===== src/rtl/irq_mode_arbiter.sv =====
// Interrupt request arbiter with per-line edge/level capture, three masking
// modes, fixed lowest-index-wins priority and a REQ/ACK handshake to the CPU.
// Once a line is presented it is held until it is acknowledged or loses
// eligibility; higher-priority arrivals never preempt it.
module irq_mode_arbiter #(
  parameter int NUM_IRQ = 16,
  parameter int NUM_IPR = 8,
  parameter int ID_W    = $clog2(NUM_IRQ)
) (
  input  logic               clk,
  input  logic               rst,
  input  logic [NUM_IRQ-1:0] irq_in,
  input  logic [NUM_IRQ-1:0] edge_sel,
  input  logic [1:0]         intm,
  input  logic               i_bit,
  input  logic [NUM_IPR-1:0] ipr_en,
  input  logic               irq_ack,
  output logic               irq_req,
  output logic [ID_W-1:0]    irq_id,
  output logic [NUM_IRQ-1:0] pending
);

  // First line index controlled by the IPR enables.
  localparam int IPR_BASE = NUM_IRQ - NUM_IPR;

  typedef enum logic [1:0] {
    ST_IDLE = 2'd0,
    ST_REQ  = 2'd1,
    ST_CLR  = 2'd2
  } state_t;

  state_t             state_q, state_d;
  logic               irq_req_q, irq_req_d;
  logic [ID_W-1:0]    irq_id_q, irq_id_d;

  logic [NUM_IRQ-1:0] pending_q, pending_d;
  logic [NUM_IRQ-1:0] prev_q;
  // Cleared by reset; edge detection is suppressed until one sample has been
  // taken, so a line already high when reset releases is not seen as an edge.
  logic               armed_q;

  logic [NUM_IRQ-1:0] rise;
  logic [NUM_IRQ-1:0] ipr_gate;
  logic [NUM_IRQ-1:0] eligible;
  logic [NUM_IRQ-1:0] clr_mask;
  logic [NUM_IRQ-1:0] id_onehot;
  logic [ID_W-1:0]    winner_id;
  logic               any_eligible;
  logic               presented_eligible;
  logic               ack_taken;

  // ---------------------------------------------------------------------
  // Request capture
  // ---------------------------------------------------------------------
  assign rise = irq_in & ~prev_q & {NUM_IRQ{armed_q}};

  genvar gi;
  generate
    for (gi = 0; gi < NUM_IRQ; gi++) begin : g_line
      // Edge lines: a new rising edge wins over a same-cycle acknowledge clear.
      // Level lines simply track the input one cycle late.
      assign pending_d[gi] = edge_sel[gi]
                           ? (rise[gi] | (pending_q[gi] & ~clr_mask[gi]))
                           : irq_in[gi];

      // Mode-1 gate: upper lines use their IPR enable, lower lines the I bit.
      if (gi >= IPR_BASE) begin : g_ipr
        assign ipr_gate[gi] = ipr_en[gi-IPR_BASE];
      end else begin : g_ibit
        assign ipr_gate[gi] = ~i_bit;
      end
    end
  endgenerate

  // Input sampling: pending bits, previous-sample history and arming flag.
  always_ff @(posedge clk or posedge rst) begin
    if (rst) begin
      pending_q <= '0;
      prev_q    <= '0;
      armed_q   <= 1'b0;
    end else begin
      pending_q <= pending_d;
      prev_q    <= irq_in;
      armed_q   <= 1'b1;
    end
  end

  // ---------------------------------------------------------------------
  // Eligibility and priority
  // ---------------------------------------------------------------------
  // Masking is purely combinational so mode/mask changes act immediately.
  always_comb begin
    eligible = pending_q & {NUM_IRQ{~i_bit}};
    case (intm)
      2'd1:    eligible = pending_q & ipr_gate;
      2'd2:    eligible = pending_q;
      default: eligible = pending_q & {NUM_IRQ{~i_bit}};
    endcase
  end

  // Lowest-index eligible line wins; scan from the top so index 0 is last.
  always_comb begin
    winner_id = '0;
    for (int i = NUM_IRQ - 1; i >= 0; i--) begin
      if (eligible[i]) begin
        winner_id = ID_W'(i);
      end
    end
  end

  assign any_eligible       = |eligible;
  assign presented_eligible = eligible[irq_id_q];
  assign ack_taken          = (state_q == ST_REQ) && irq_ack;
  assign id_onehot          = {{(NUM_IRQ-1){1'b0}}, 1'b1} << irq_id_q;

  // ---------------------------------------------------------------------
  // Handshake FSM
  // ---------------------------------------------------------------------
  // State and registered outputs.
  always_ff @(posedge clk or posedge rst) begin
    if (rst) begin
      state_q   <= ST_IDLE;
      irq_req_q <= 1'b0;
      irq_id_q  <= '0;
    end else begin
      state_q   <= state_d;
      irq_req_q <= irq_req_d;
      irq_id_q  <= irq_id_d;
    end
  end

  // Next-state: acknowledge outranks a simultaneous loss of eligibility.
  always_comb begin
    state_d = state_q;
    case (state_q)
      ST_IDLE: begin
        if (any_eligible) begin
          state_d = ST_REQ;
        end
      end
      ST_REQ: begin
        if (irq_ack) begin
          state_d = ST_CLR;
        end else if (!presented_eligible) begin
          state_d = ST_IDLE;
        end
      end
      ST_CLR:  state_d = ST_IDLE;
      default: state_d = ST_IDLE;
    endcase
  end

  // Outputs: request/id for the next cycle and the acknowledge clear mask.
  always_comb begin
    irq_req_d = 1'b0;
    irq_id_d  = irq_id_q;
    clr_mask  = '0;
    case (state_q)
      ST_IDLE: begin
        if (any_eligible) begin
          irq_req_d = 1'b1;
          irq_id_d  = winner_id;
        end
      end
      ST_REQ: begin
        if (ack_taken) begin
          clr_mask  = id_onehot & edge_sel;
          irq_req_d = 1'b0;
        end else if (!presented_eligible) begin
          irq_req_d = 1'b0;
        end else begin
          irq_req_d = 1'b1;
        end
      end
      default: begin
        irq_req_d = 1'b0;
      end
    endcase
  end

  assign irq_req = irq_req_q;
  assign irq_id  = irq_id_q;
  assign pending = pending_q;

endmodule


===== config.mk =====
export PLATFORM = sky130hd
export DESIGN_NAME = irq_mode_arbiter
export DESIGN_NICKNAME = d
export VERILOG_FILES = /design/src/rtl/irq_mode_arbiter.sv
export SDC_FILE = /design/constraint.sdc
export NUM_CORES = 1
export LEC_CHECK = 0
export ABC_AREA = 0
export CAP_MARGIN = 20
export CORE_AREA = 2 2 74 76
export DETAILED_ROUTE_END_ITERATION = 7
export DIE_AREA = 0 0 76 78
export GPL_ROUTABILITY_DRIVEN = 0
export PLACE_DENSITY = 0.78
export SYNTH_ARGS = -nofsm -noshare
export SYNTH_HDL_FRONTEND = slang
export SYNTH_SLANG_ARGS = --single-unit

===== constraint.sdc =====
create_clock -name clk -period 1.7 [get_ports clk]
set_clock_uncertainty 0.05 [all_clocks]
set_input_delay 0.34 -clock clk [delete_from_list [all_inputs] [get_ports clk]]
set_output_delay 0.34 -clock clk [all_outputs]
set_load 0.03 [all_outputs]

==> summary.md <==
| Metric | Value |
|---|---|
| Tcrit/Tclk final | 1.14 |
| Critical-path top delay cell | or4b_4 |
| Setup TNS | -0.562 ns |
| Port Buf Inserts | 66 |
| Clock root buffer | clkbuf_8 |
| Vias in the first global route | 2248 |
| Share of cells above drive strength 1 | 0.350 |
| Critical path type | reg -> reg |
| WP data required | between 1.5 and 2 ns |
| Top_reg_cell synth | dfrtp_1 |
| Warnings from Yosys | 0 |
| Worst Path Max Fanout | 8 |
| RSZ-0062 raised after global routing | yes |
| Final wirelength | 6960 µm |
| CP Capture Type | flip-flop |
| FILL cells | 374 |
| Register area share after synthesis | 0.497 |
| Die H | 78 µm |
| Routed met2 length | approximately 3600 µm |
| Wirelength per Cell | around 18 µm |
| First drt pass iteration count | 4 |
| Mapped Area | between 2000 and 2500 µm² |
| DRC Markers | 0 |
| Worst Slack Setup Final | -0.233 ns |
| Leak | 1.52 nW |
| Post-Layout Cell Count | 393 |
| Max-Cap Viols | 0 |
| Syn Nets | 244 |
| Num ports | 67 |
| Row count | 26 |
| Syn Inst Count | 198 |
| Max Slew Vio Count | 0 |
| Area after DPL | 3140 µm² |
| # diodes | 0 |
| Vias per cell | 5.48 |
| Num CTS Buffers | 5 |
| Maximum number of pins on one net before global-route repair | 41 |
| ANT nets after route | 0 |
| Chip width | between 70 and 80 µm |
| Area delta synth->final | 73.7% |
| Max Fclk | slightly above 0.5 GHz |
| DR iter-0 viols | 185 |
| Total track usage | 0.235 |
| Top Layer Used | met4 |
| PD cells | 1190 nW/µm² |
| WHS | between 0.3 and 0.4 ns |
| DRT met1 WL | between 2000 and 3000 µm |
| Hold WC Path Type | in -> async |
| Final-report hold violation count | 0 |
| Placed cell count | 373 |
| WP data arrival | 2.09 ns |
| Overflow after GRT | 0 |
| H-tree lvl count | 2 |
| Violated checks | negative setup slack |
| DP Wirelength | 4850 µm |
| Antenna violations before repair | 0 |
| Initial Utilization | 0.400 |
| Critical path, cell by cell | buf_4, mux2i_1, nand3b_1, a41oi_1, or4b_4, o31ai_2 |
| VDD IR max | 601 µV |
| # hold bufs at CTS | 0 |
| Worst setup SP type | flip-flop |
| Critical path's top delay family | simple AND/OR/NAND/NOR gates |
| First-pass GRT wire length | 10900 µm |
| Placeable Area | 5040 µm² |
| Power Total | 4.16 mW |
| Count of clock tree sinks | 40 |
| Async set-reset flop share out of synthesis | 1.00 |
| Pre-CTS WS | -0.768 ns |
| Clk Latency, worst-skew pair | 0.30 ns |
| Routed via count | 2152 |
| CTS tree | done |
| Critical Path Max Stage Delay | 0.57 ns |
| Worst reg-to-reg setup slack | -0.23 ns |
| Final setup viols | 3 |
| Bufs on Longest Clock Path | 2 |
| Clock transition at path regs | 0.08 ns |
| Mean Syn Cell Area | slightly above 10 µm² |
| Die Area | 5930 µm² |
| Status | finished with violations |
| Yosys reg bits | 40 |
| Yosys cell types | 44 |
| Metal3 WL | approximately 420 µm |
| Min Tclk post-route | 1.93 ns |
| Final Util | 0.694 |
| Final-stage net count | 368 |
| Post-synth EDFFs | 0 |
| Design Area, Final | 3500 µm² |
| WP buf/inv | 1 |
logic make-up (layout without fill, tap and decap cells):
family	Yosys count	in the layout	synth area share
AO/OA/AOI/OAI	75	75	0.267
XOR/XNOR	1	1	0.00808
buffers and inverters	12	137	0.0242
flip-flops	40	40	0.497
multiplexers	5	5	0.0298
other	1	1	0.00186
AND/OR/NAND/NOR	64	64	0.172
final timing paths:
check	endpoint	start	cells after the start
max in group asynchronous	irq_id[1]	rst	3
worst min-delay path	armed_q	rst	3
worst max-delay path	irq_req	irq_id[1]	6
worst max register to register	irq_req	irq_id[1]	6
worst min register to register	pending[7]	prev_q[7]	3
min in group clk	prev_q[4]	irq_in[4]	1
state kept, by name, indices dropped and copies added (netlist names):
signal   flops
pending     16
armed_q      1
state_q      2
irq_req      1
prev_q      16
irq_id       4
cells in the mapped netlist (5+ instances only):
master / n / area [µm²]
a21oi_1: 6 / 30.0
a32o_1: 13 / 130
dfrtp_1: 40 / 1000
inv_1: 6 / 22.5
nand2_1: 21 / 78.8
nand2b_1: 8 / 50.1
nand3b_1: 6 / 45.0
nor2_1: 6 / 22.5
nor2b_1: 5 / 31.3
nor3b_1: 5 / 37.5
o21ai_0: 24 / 120
worst reg2reg max path: cells and delay by family, from the launching register on:
family          cells  cell delay [ns]
flops               1             0.48
mux                 1             0.12
buf+inv             1             0.17
simple gates        2             0.73
compound gates      2             0.31
where the power goes:
group | internal (mW) | switching, mW | total, mW
logic | 1.00 | 1.01 | 2.01
clock network | 0.480 | 0.347 | 0.827
registers | 1.10 | 0.213 | 1.32
total | 2.59 | 1.57 | 4.16
layout by cell type (no fill, tap or decap), drive strengths merged, types with 3 or more instances in the layout:
master	Yosys	routed
clkdlybuf4s50	0	37
dlymetal6s2s	0	4
nor3b	5	5
inv	6	6
nand2	21	21
dlygate4sd2	0	19
a32o	13	13
mux2i	3	3
nor3	4	4
nor2b	5	5
nand3	4	4
a22o	4	4
dfrtp	40	40
nand3b	6	6
clkbuf	3	9
nand2b	8	8
nor2	7	7
a211oi	3	3
a21oi	6	6
buf	3	60
o21ai	29	29
routing by layer:
| metal | up-vias | GRT usage |
|---|---|---|
| met5 | - | 0 |
| met4 | 0 | 0.100 |
| met3 | 22 | 0.0477 |
| met2 | 95 | 0.412 |
| met1 | 1034 | 0.282 |
| li1 | 1001 | - |
layout make-up:
cell class	instances	area (µm²)	area share
Tap cell	70	87.6	0.0250
Multi-Input combinational cell	146	1170	0.335
Sequential cell	40	1010	0.289
Timing Repair Buffer	123	1080	0.309
Clock buffer	6	82.6	0.0236
Clock inverter	2	38.8	0.0111
Inverter	6	22.5	0.00644
what timing repair did:
| action | CTS | global route |
|---|---|---|
| setup buffers | 6 | 8 |
| gates cloned | 1 | 0 |
| pin swaps | 11 | 19 |
| endpoints found under the setup margin | 25 | 11 |
| resized for setup | 45 | 37 |
Power figures use the tool's default switching activity.
